===== src/rtl/wake_scheduler_pkg.sv =====
// Shared defines for the wake-up network: physical register number type,
// the Wake_Info broadcast bundle and the pending-FIFO depth default.
package wake_scheduler_pkg;

  localparam int unsigned PRF_W          = 6;  // physical register number width
  localparam int unsigned PEND_DEPTH_DEF = 4;  // pending FIFO entries, power of two, >= 4
  localparam int unsigned LATE_SRCS      = 3;  // LSU, MDU0, MDU1

  typedef logic [PRF_W-1:0] PRFNum;

  // Wake-up broadcast seen by every issue queue.
  typedef struct packed {
    logic  wen_0;
    logic  wen_1;
    logic  wen_2;
    logic  wen_3;
    PRFNum wb_num0_i;
    PRFNum wb_num1_i;
    PRFNum wb_num2_i;
    PRFNum wb_num3_i;
  } Wake_Info;

endpackage


===== src/rtl/wake_scheduler_if.sv =====
// Wake scheduler bus: producer wake requests in, Wake_Info broadcast,
// late-producer stall and FIFO occupancy out.
//   master : producer / issue side (drives requests, reads broadcast)
//   slave  : wake_scheduler
interface wake_scheduler_if #(
  parameter int unsigned PEND_DEPTH = wake_scheduler_pkg::PEND_DEPTH_DEF
);
  localparam int unsigned CNT_W = $clog2(PEND_DEPTH) + 1;

  logic                      flush;
  logic                      alu_wake_0_en;
  logic                      alu_wake_1_en;
  wake_scheduler_pkg::PRFNum alu_wake_0;
  wake_scheduler_pkg::PRFNum alu_wake_1;
  logic                      lsu_wake_en;
  wake_scheduler_pkg::PRFNum lsu_wake;
  logic                      mdu_wake_0_en;
  logic                      mdu_wake_1_en;
  wake_scheduler_pkg::PRFNum mdu_wake_0;
  wake_scheduler_pkg::PRFNum mdu_wake_1;

  wake_scheduler_pkg::Wake_Info wake_Info;
  logic                         late_stall;
  logic [CNT_W-1:0]             pend_count;

  modport master (
    output flush, alu_wake_0_en, alu_wake_1_en, alu_wake_0, alu_wake_1,
           lsu_wake_en, lsu_wake, mdu_wake_0_en, mdu_wake_1_en, mdu_wake_0, mdu_wake_1,
    input  wake_Info, late_stall, pend_count
  );

  modport slave (
    input  flush, alu_wake_0_en, alu_wake_1_en, alu_wake_0, alu_wake_1,
           lsu_wake_en, lsu_wake, mdu_wake_0_en, mdu_wake_1_en, mdu_wake_0, mdu_wake_1,
    output wake_Info, late_stall, pend_count
  );

endinterface


===== src/rtl/wake_scheduler_pend_fifo.sv =====
// wake_pend_fifo: in-order circular buffer of deferred late wakes.
// Accepts 0-3 pushes (compacted into slots 0..n-1) and 0-2 pops per cycle,
// exposes the two oldest entries and the occupancy count.
//   clk, rst     : clock, async active-high reset
//   i_flush      : clear pointers and count at the next edge
//   i_push_n     : number of valid entries in i_push_data
//   i_push_data  : entries to append, slot 0 oldest
//   i_pop_n      : number of head entries consumed this cycle
//   o_head0/1    : oldest and second-oldest entries
//   o_count      : occupancy
module wake_pend_fifo
  import wake_scheduler_pkg::*;
#(
  parameter int unsigned DEPTH = PEND_DEPTH_DEF
) (
  input  logic                       clk,
  input  logic                       rst,
  input  logic                       i_flush,
  input  logic [1:0]                 i_push_n,
  input  PRFNum [LATE_SRCS-1:0]      i_push_data,
  input  logic [1:0]                 i_pop_n,
  output PRFNum                      o_head0,
  output PRFNum                      o_head1,
  output logic [$clog2(DEPTH):0]     o_count
);
  localparam int unsigned PTR_W = $clog2(DEPTH);
  localparam int unsigned CNT_W = PTR_W + 1;

  PRFNum            r_mem [DEPTH];
  logic [PTR_W-1:0] r_rptr;
  logic [PTR_W-1:0] r_wptr;
  logic [CNT_W-1:0] r_count;

  // Pointers wrap naturally because DEPTH is a power of two.
  always_ff @(posedge clk or posedge rst) begin
    if (rst) begin
      r_rptr  <= '0;
      r_wptr  <= '0;
      r_count <= '0;
    end else if (i_flush) begin
      r_rptr  <= '0;
      r_wptr  <= '0;
      r_count <= '0;
    end else begin
      r_rptr  <= r_rptr + PTR_W'(i_pop_n);
      r_wptr  <= r_wptr + PTR_W'(i_push_n);
      r_count <= r_count - CNT_W'(i_pop_n) + CNT_W'(i_push_n);
    end
  end

  // Data storage needs no reset; only entries below the count are ever read.
  always_ff @(posedge clk) begin
    for (int i = 0; i < int'(LATE_SRCS); i++) begin
      if (!i_flush && (2'(i) < i_push_n)) begin
        r_mem[r_wptr + PTR_W'(i)] <= i_push_data[i];
      end
    end
  end

  assign o_head0 = r_mem[r_rptr];
  assign o_head1 = r_mem[r_rptr + PTR_W'(1)];
  assign o_count = r_count;

  // Producers honour late_stall, so a push into a full buffer is a bug upstream.
  a_no_overflow: assert property (@(posedge clk) disable iff (rst)
    !(!i_flush && (i_push_n != 2'd0) && (r_count == CNT_W'(DEPTH))));

endmodule


===== src/rtl/wake_scheduler.sv =====
// wake_scheduler: shares the four Wake_Info ports among all result producers.
// Ports 0/1 pass ALU0/ALU1 wakes straight through; ports 2/3 are granted to
// the pending FIFO head, head+1, LSU, MDU0, MDU1 in that priority. Losing
// late wakes are deferred in order and late_stall throttles their producers.
//   clk, rst : clock, async active-high reset
//   io_bus   : wake_scheduler_if slave (requests, flush, Wake_Info,
//              late_stall, pend_count)
module wake_scheduler
  import wake_scheduler_pkg::*;
#(
  parameter int unsigned PEND_DEPTH = PEND_DEPTH_DEF
) (
  input  logic             clk,
  input  logic             rst,
  wake_scheduler_if.slave  io_bus
);
  localparam int unsigned CNT_W  = $clog2(PEND_DEPTH) + 1;
  localparam int unsigned N_CAND = 5;

  PRFNum                  w_head0;
  PRFNum                  w_head1;
  logic [CNT_W-1:0]       w_count;
  logic [N_CAND-1:0]      w_cand_vld;
  PRFNum [N_CAND-1:0]     w_cand_num;
  PRFNum [LATE_SRCS-1:0]  w_push_data;
  logic [1:0]             w_push_n;
  logic [1:0]             w_pop_n;
  logic                   w_wen2;
  logic                   w_wen3;
  PRFNum                  w_port2;
  PRFNum                  w_port3;

  // Candidates in priority order, index 0 highest; flush kills all of them.
  assign w_cand_vld = {io_bus.mdu_wake_1_en,
                       io_bus.mdu_wake_0_en,
                       io_bus.lsu_wake_en,
                       (w_count >= CNT_W'(2)),
                       (w_count >= CNT_W'(1))} & {N_CAND{~io_bus.flush}};
  assign w_cand_num = {io_bus.mdu_wake_1, io_bus.mdu_wake_0, io_bus.lsu_wake,
                       w_head1, w_head0};

  // First two valid candidates win ports 2/3; remaining (new) ones are deferred.
  always_comb begin
    w_wen2      = 1'b0;
    w_wen3      = 1'b0;
    w_port2     = '0;
    w_port3     = '0;
    w_push_data = '0;
    w_push_n    = 2'd0;
    w_pop_n     = 2'd0;
    for (int i = 0; i < int'(N_CAND); i++) begin
      if (w_cand_vld[i]) begin
        if (!w_wen2) begin
          w_wen2  = 1'b1;
          w_port2 = w_cand_num[i];
          if (i < 2) w_pop_n = w_pop_n + 2'd1;
        end else if (!w_wen3) begin
          w_wen3  = 1'b1;
          w_port3 = w_cand_num[i];
          if (i < 2) w_pop_n = w_pop_n + 2'd1;
        end else begin
          case (w_push_n)
            2'd0:    w_push_data[0] = w_cand_num[i];
            2'd1:    w_push_data[1] = w_cand_num[i];
            default: w_push_data[2] = w_cand_num[i];
          endcase
          w_push_n = w_push_n + 2'd1;
        end
      end
    end
  end

  wake_pend_fifo #(
    .DEPTH (PEND_DEPTH)
  ) u_pend_fifo (
    .clk         (clk),
    .rst         (rst),
    .i_flush     (io_bus.flush),
    .i_push_n    (w_push_n),
    .i_push_data (w_push_data),
    .i_pop_n     (w_pop_n),
    .o_head0     (w_head0),
    .o_head1     (w_head1),
    .o_count     (w_count)
  );

  // Broadcast; every port, including the ALU pass-through, is held quiet in reset.
  always_comb begin
    io_bus.wake_Info = '0;
    if (!rst) begin
      io_bus.wake_Info.wen_0     = io_bus.alu_wake_0_en;
      io_bus.wake_Info.wb_num0_i = io_bus.alu_wake_0;
      io_bus.wake_Info.wen_1     = io_bus.alu_wake_1_en;
      io_bus.wake_Info.wb_num1_i = io_bus.alu_wake_1;
      io_bus.wake_Info.wen_2     = w_wen2;
      io_bus.wake_Info.wb_num2_i = w_port2;
      io_bus.wake_Info.wen_3     = w_wen3;
      io_bus.wake_Info.wb_num3_i = w_port3;
    end
  end

  // One free slot is kept so a full +1 growth cycle can never overflow.
  assign io_bus.late_stall = (w_count >= CNT_W'(PEND_DEPTH - 1));
  assign io_bus.pend_count = w_count;

endmodule


===== src/flat_wrapper.sv =====
// flat-port wrapper written by rule: the top's interface ports become plain ports
module wake_scheduler_flat import wake_scheduler_pkg::*;
#(
  parameter int unsigned PEND_DEPTH = PEND_DEPTH_DEF
)
  (clk, rst, io_bus_flush, io_bus_alu_wake_0_en, io_bus_alu_wake_1_en, io_bus_alu_wake_0, io_bus_alu_wake_1, io_bus_lsu_wake_en, io_bus_lsu_wake, io_bus_mdu_wake_0_en, io_bus_mdu_wake_1_en, io_bus_mdu_wake_0, io_bus_mdu_wake_1, io_bus_wake_Info, io_bus_late_stall, io_bus_pend_count);
  wake_scheduler_if #(.PEND_DEPTH(PEND_DEPTH)) io_bus_i ();
  input  logic clk;
  input  logic rst;
  input wire logic [$bits(io_bus_i.flush)-1:0] io_bus_flush;
  input wire logic [$bits(io_bus_i.alu_wake_0_en)-1:0] io_bus_alu_wake_0_en;
  input wire logic [$bits(io_bus_i.alu_wake_1_en)-1:0] io_bus_alu_wake_1_en;
  input wire logic [$bits(io_bus_i.alu_wake_0)-1:0] io_bus_alu_wake_0;
  input wire logic [$bits(io_bus_i.alu_wake_1)-1:0] io_bus_alu_wake_1;
  input wire logic [$bits(io_bus_i.lsu_wake_en)-1:0] io_bus_lsu_wake_en;
  input wire logic [$bits(io_bus_i.lsu_wake)-1:0] io_bus_lsu_wake;
  input wire logic [$bits(io_bus_i.mdu_wake_0_en)-1:0] io_bus_mdu_wake_0_en;
  input wire logic [$bits(io_bus_i.mdu_wake_1_en)-1:0] io_bus_mdu_wake_1_en;
  input wire logic [$bits(io_bus_i.mdu_wake_0)-1:0] io_bus_mdu_wake_0;
  input wire logic [$bits(io_bus_i.mdu_wake_1)-1:0] io_bus_mdu_wake_1;
  output wire logic [$bits(io_bus_i.wake_Info)-1:0] io_bus_wake_Info;
  output wire logic [$bits(io_bus_i.late_stall)-1:0] io_bus_late_stall;
  output wire logic [$bits(io_bus_i.pend_count)-1:0] io_bus_pend_count;
  assign io_bus_i.flush = io_bus_flush;
  assign io_bus_i.alu_wake_0_en = io_bus_alu_wake_0_en;
  assign io_bus_i.alu_wake_1_en = io_bus_alu_wake_1_en;
  assign io_bus_i.alu_wake_0 = io_bus_alu_wake_0;
  assign io_bus_i.alu_wake_1 = io_bus_alu_wake_1;
  assign io_bus_i.lsu_wake_en = io_bus_lsu_wake_en;
  assign io_bus_i.lsu_wake = io_bus_lsu_wake;
  assign io_bus_i.mdu_wake_0_en = io_bus_mdu_wake_0_en;
  assign io_bus_i.mdu_wake_1_en = io_bus_mdu_wake_1_en;
  assign io_bus_i.mdu_wake_0 = io_bus_mdu_wake_0;
  assign io_bus_i.mdu_wake_1 = io_bus_mdu_wake_1;
  assign io_bus_wake_Info = io_bus_i.wake_Info;
  assign io_bus_late_stall = io_bus_i.late_stall;
  assign io_bus_pend_count = io_bus_i.pend_count;
  wake_scheduler #(.PEND_DEPTH(PEND_DEPTH)) u_core (.clk(clk), .rst(rst), .io_bus(io_bus_i));
endmodule

===== config.mk =====
export PLATFORM = sky130hd
export DESIGN_NAME = wake_scheduler_flat
export DESIGN_NICKNAME = d
export VERILOG_FILES = /design/src/rtl/wake_scheduler_pkg.sv /design/src/rtl/wake_scheduler_if.sv /design/src/rtl/wake_scheduler_pend_fifo.sv /design/src/rtl/wake_scheduler.sv /design/src/flat_wrapper.sv
export SDC_FILE = /design/constraint.sdc
export NUM_CORES = 1
export LEC_CHECK = 0
export CORE_UTILIZATION = 57
export DETAILED_ROUTE_END_ITERATION = 16
export GPL_ROUTABILITY_DRIVEN = 0
export MAX_ROUTING_LAYER = met4
export PLACE_DENSITY = 0.88
export SYNTH_ARGS = -nofsm -noshare
export SYNTH_HDL_FRONTEND = slang
export SYNTH_HIERARCHICAL = 1
export SYNTH_SLANG_ARGS = --single-unit

===== constraint.sdc =====
create_clock -name clk -period 16.1 [get_ports clk]
set_input_delay 2.415 -clock clk [delete_from_list [all_inputs] [get_ports clk]]
set_output_delay 2.415 -clock clk [all_outputs]
set_load 0.01 [all_outputs]

### Word-level counts from Yosys, hierarchy flattened

Memories as Yosys holds them, arrays and structs flattened.
Index checks and enable logic that the tools add are counted.

* muxes and demuxes: 69
* order comparisons: 6
* add/subtract/negate cells: 10
* bitwise gates (word level): 2
* reductions and logical operators: 8
* equality and inequality tests: 2

Operator list (number)
* $mux W6: 27
* $mux W18: 8
* $mux W28: 1
* $mux W2: 11
* $mux W1: 21
* $add A2 B1 Y2 const B: 4
* $ge A3 B2 Y1 const B: 2
* $and A5 B5 Y5: 1
* $add A2 B2 Y2: 2
* $eq A2 B1 Y1 const B: 2
* $logic_not A2 Y1: 2
* $lt A1 B2 Y1 const A: 2
* $reduce_or A2 Y1: 2
* $add A3 B2 Y3: 1
* $ge A3 B1 Y1 const B: 1
* $logic_and A1 B1 Y1: 3
* $mux W3: 1
* $sub A3 B2 Y3: 1
* $add A1 B1 Y2 const B: 1
* $add A2 B2 Y2 const B: 1
* $lt A2 B2 Y1 const A: 1
* $logic_not A1 Y1: 1
* $not A1 Y1: 1

* memories kept: 1
* memory bits (writable): 24
* flip-flop bits (word level): 7
* output and inout bits: 32
* word-level logic and storage cells: 101
* input port bits: 38

Memory list
* u_core.u_pend_fifo.r_mem: words 4, width 6, read ports 2, clocked after memory_dff 0, write ports 3, RTL line wake_scheduler_pend_fifo.sv:29 `PRFNum r_mem [DEPTH];`

### Longest topological paths before layout

* depth in word-level cells: 20
* depth in mapped cells: 21
* mapped depth without buffers: 16

### Cells and area by module

The synthesis kept the hierarchy.

Modules (own cells, without submodules)
* wake_pend_fifo: instances 1, seq. area each 895.9 um2, cells an instance 147, area each 2118.3 um2
* wake_scheduler: instances 1, seq. area each 0.0 um2, cells an instance 187, area each 1266.2 um2

### Least setup slack after synthesis

Ideal clock, no wire load.

* kind: input to register
* from: input io_bus_flush
* to: memory u_core/u_pend_fifo/r_mem[2][0] (netlist bit), enable pin
* library setup time: 0.405 ns
* path buffers: 5
* required time: 15.695 ns
* arrival time: 6.709 ns
* slack: 8.986 ns
* stages: 19
* cells stage by stage: clkbuf_1 -> inv_1 -> clkbuf_1 -> and2_1 -> inv_1 -> ha_1 -> buf_2 -> clkbuf_1 -> o21ai_0 -> ha_1 -> nand3_1 -> a21oi_1 -> ha_1 -> or3_1 -> o21ai_0 -> buf_2 -> inv_1 -> o21ba_2 -> a2111oi_0

RTL lines
* start: declaration: RTL line flat_wrapper.sv:10 `input wire logic [$bits(io_bus_i.flush)-1:0] io_bus_flush;`
* end: declaration: RTL line wake_scheduler_pend_fifo.sv:29

### Worst setup path in the final report

* from: input io_bus_flush
* to: output io_bus_wake_Info[6]

* word-level cells in the longest chain between the ends: 12
* elaborated cells between the ends (all ways): 16
* classes of those cells: mux (14); bitwise (2)

RTL lines
* $not A1 Y1 *: RTL line wake_scheduler.sv:38 `(w_count >= CNT_W'(1))} & {N_CAND{~io_bus.flush}};`
* $and A5 B5 Y5 *: RTL line wake_scheduler.sv:38
* $mux W6 or $mux W1 (tied branches): RTL line wake_scheduler.sv:52 `if (w_cand_vld[i]) begin`
* $mux W6: RTL line wake_scheduler.sv:53 `if (!w_wen2) begin`
* $mux W6: RTL line wake_scheduler.sv:52
* $mux W6: RTL line wake_scheduler.sv:53
* $mux W6: RTL line wake_scheduler.sv:52
* $mux W6: RTL line wake_scheduler.sv:53
* $mux W6: RTL line wake_scheduler.sv:52
* $mux W6: RTL line wake_scheduler.sv:53
* $mux W6 *: RTL line wake_scheduler.sv:52
* $mux W28 *: RTL line wake_scheduler.sv:90 `if (!rst) begin`
* end: declaration: RTL line flat_wrapper.sv:21 `output wire logic [$bits(io_bus_i.wake_Info)-1:0] io_bus_wake_Info;`

Every way passes the cells marked *; elsewhere a longest branch is shown, timed or not.

==> results_dict.tcl <==
set metrics [dict create \
    status "complete, no violations" \
    clock_sinks 31 \
    power.leakage_uw 0.00155 \
    cts_buffer_depth 2 \
    synth_edf_count 24 \
    drtIter0Drc 260 \
    fillers 415 \
    antenna_found_initial 0 \
    synth_top_flop_cell "edfxtp_1" \
    synthesis.instances 334 \
    grt_overflow 0 \
    grt_pass1_wl_mm 14.4 \
    timing.rr.end "u_core/u_pend_fifo/r_mem[3][2]$_DFFE_PP_" \
    hpwl_mm 6.85 \
    nNetsFinal 437 \
    yosys.area.top_type_share 0.213 \
    rsz0062_at_grt "false" \
    vias 2922 \
    io_pins 70 \
    worstMarginPinSlew_ns 1.14 \
    total_power_uw 397 \
    worstSetupEndpoint "io_bus_wake_Info[6]" \
    die-area_mm2 0.00625 \
    ys_seq_area_frac 0.265 \
    hp-class "reg2reg" \
    max-slew-margin-rel 0.232 \
    critPathRequiredTime_ns 13.69 \
    avgViaCountPerCell 6.34 \
    fmax_mhz 116 \
    yosys_warnings 6 \
    portBuffers 69 \
    synth.cell_area_mm2 0.00338 \
    root_buffer "clkbuf_8" \
    std_cell_rows 27 \
    drc 0 \
    crit_type "in2out" \
    dr.pass1.iters 5 \
    synth_area_per_cell_um2 10.1 \
    die_w_um 79.1 \
    cts_setup_buffers 0 \
    reg2regPathDepth 15 \
    yosysMostFrequentCell "mux2_2" \
    synth_top_area_cell "edfxtp_1" \
    cp.arrival_ns 6.20 \
    cap_violations 0 \
    setup_viol 0 \
    ctsResizeCount 0 \
    hold_violations 0 \
    grt_use_total 0.305 \
    cp-start-kind "input pin" \
    ys_ff_latch 31 \
    vdd_drop_max_v 0.0000837 \
    start_util 0.604 \
    n_antenna_cell 0 \
    drive_gt1_frac 0.213 \
    cp-end-kind "output port" \
    finalSetupTns_ns 0 \
    synth-async-reset-ratio 0.226 \
    post_drt_wl_per_cell_um 19.1 \
    drv_slew 0 \
    area_delta_synth_final_pct 23.1 \
    cts_buffers 5 \
    grt_max_degree 31 \
    ys_top_cells_by_area "edfxtp_1 21%, mux2_2 16%, mux4_2 8.0%" \
    crit_fanout 30 \
    synth_fp_nets 383 \
    clkSlewWorstSetupHoldPaths_ns 0.06 \
    tritoncts "done" \
    skew_ns 0.00531 \
    ant_nets 0 \
    h-tree-depth 2 \
    grt_pass1_vias 2855 \
    power_density_mw_per_mm2 95.3 \
    fin_ws_ns 7.48 \
    synthTopCellsByCount "49 x mux2_2, 24 x edfxtp_1, 21 x nand2_1, 21 x nor2b_1, 18 x nor2_1" \
    wl_mm 8.81 \
    clkLatencyLatePin_ns 0.29 \
    post-route-period-util 0.535 \
    startpoint "io_bus_flush" \
    synth_cell_types 55 \
    dieHeight_um 79.1 \
    dp_slack_ns 7.52 \
    ctsHoldBuffers 0 \
    core_area_mm2 0.00561 \
    min_period_ns 8.62 \
    r2r_start "u_core/u_pend_fifo/o_count[2]$_DFF_PP0_" \
    r2r_setup_slack_ns 10.57 \
]
-- worst min path at each step --
stage	from	end	slack, ns	cells after the start
floorplan	u_core/u_pend_fifo/r_wptr[0]$_DFF_PP0_	u_core/u_pend_fifo/r_wptr[0]$_DFF_PP0_	0.59	2
global route	u_core/u_pend_fifo/o_count[2]$_DFF_PP0_	u_core/u_pend_fifo/o_count[2]$_DFF_PP0_	0.80	3
detailed placement	u_core/u_pend_fifo/o_count[2]$_DFF_PP0_	u_core/u_pend_fifo/o_count[2]$_DFF_PP0_	0.76	3
CTS	u_core/u_pend_fifo/o_count[2]$_DFF_PP0_	u_core/u_pend_fifo/o_count[2]$_DFF_PP0_	0.76	3
finish	u_core/u_pend_fifo/o_count[2]$_DFF_PP0_	u_core/u_pend_fifo/o_count[2]$_DFF_PP0_	0.77	3
global placement	u_core/u_pend_fifo/o_count[2]$_DFF_PP0_	u_core/u_pend_fifo/o_count[2]$_DFF_PP0_	0.72	3
-- state kept, by name, indices dropped and copies added, names as in the netlist --
register	flops
u_core/u_pend_fifo/r_rptr	2
u_core/u_pend_fifo/r_mem	24
u_core/u_pend_fifo/r_wptr	2
u_core/u_pend_fifo/o_count	3
-- per-stage QoR --
stage	cells	hold WS [ns]	area, um^2	util
final	461	0.770	4170	0.743
after global routing	461	0.805	4170	0.743
after CTS	461	0.761	4170	0.743
after detailed placement	453	0.761	4060	0.724
after global placement	453	0.722	4060	0.724
after floorplan	334	0.590	3380	-
-- logic make-up (layout without fill, tap and decap cells) --
kind of cell | count (synthesis) | count (layout) | synth area share
fa+ha+maj | 13 | 13 | 0.0510
buf+inv | 39 | 94 | 0.0551
mux | 68 | 68 | 0.266
simple gates | 108 | 108 | 0.189
flops | 31 | 31 | 0.265
compound gates | 66 | 66 | 0.151
xor+xnor | 9 | 9 | 0.0233
-- cell usage in the layout (no fill, tap or decap), types with 2 or more instances in the layout --
cell type        synthesis  routed
clkdlybuf4s50_1          0      69
mux2_2                  49      49
edfxtp_1                24      24
nand2_1                 21      21
nor2b_1                 21      21
nor2_1                  18      18
inv_1                   13      13
a21oi_1                 12      12
a32oi_1                 12      12
mux4_2                  12      12
or3_1                    9       9
ha_1                     9       9
a22o_1                   8       8
and2_1                   7       7
mux2_1                   7       7
dfrtp_1                  7       7
a21boi_0                 6       6
a32o_1                   6       6
clkbuf_8                 0       5
xnor2_1                  5       5
a22oi_1                  5       5
o21ai_0                  4       4
or2_2                    4       4
o2bb2ai_1                4       4
xor2_1                   4       4
or2_0                    4       4
buf_4                    0       4
nand2b_1                 3       3
nand3_1                  3       3
o21ba_2                  2       2
maj3_1                   2       2
nor4_1                   2       2
nand4b_1                 2       2
a2111oi_1                0       2
fa_1                     2       2
-- critical path, stage by stage --
cell and delay (ns):
clkdlybuf4s50_1 0.45, buf_4 0.28, inv_1 0.23, and2_1 0.21, inv_1 0.06, ha_1 0.55, nand2b_1 0.22, nor3_1 0.86
nand2_1 0.15, a21oi_1 0.19, clkdlybuf4s50_1 0.57
-- cell type report --
class / count / area (um^2) / share of cell area
Clock buffer: 5 / 68.8 / 0.0165
Sequential cell: 31 / 896 / 0.215
Clock inverter: 3 / 38.8 / 0.00931
Multi-Input combinational cell: 264 / 2300 / 0.553
Tap cell: 72 / 90.1 / 0.0216
Inverter: 13 / 48.8 / 0.0117
Timing Repair Buffer: 73 / 721 / 0.173
-- report_power, final --
group / switching, uW / internal, uW
Sequential: 20.1 / 95.5
Combinational: 92.6 / 115
Clock: 28.7 / 45.2
Total: 141 / 256
-- routing by layer --
| metal | vias up | wire (um) | global-route usage |
|---|---|---|---|
| li1 | 1381 | - | - |
| met1 | 1383 | 3780 | 0.402 |
| met2 | 138 | 4280 | 0.497 |
| met3 | 20 | 596 | 0.0368 |
| met4 | 0 | 153 | 0.0891 |
| met5 | - | 0 | - |
No activity file was read; power rests on OpenSTA's default activity.
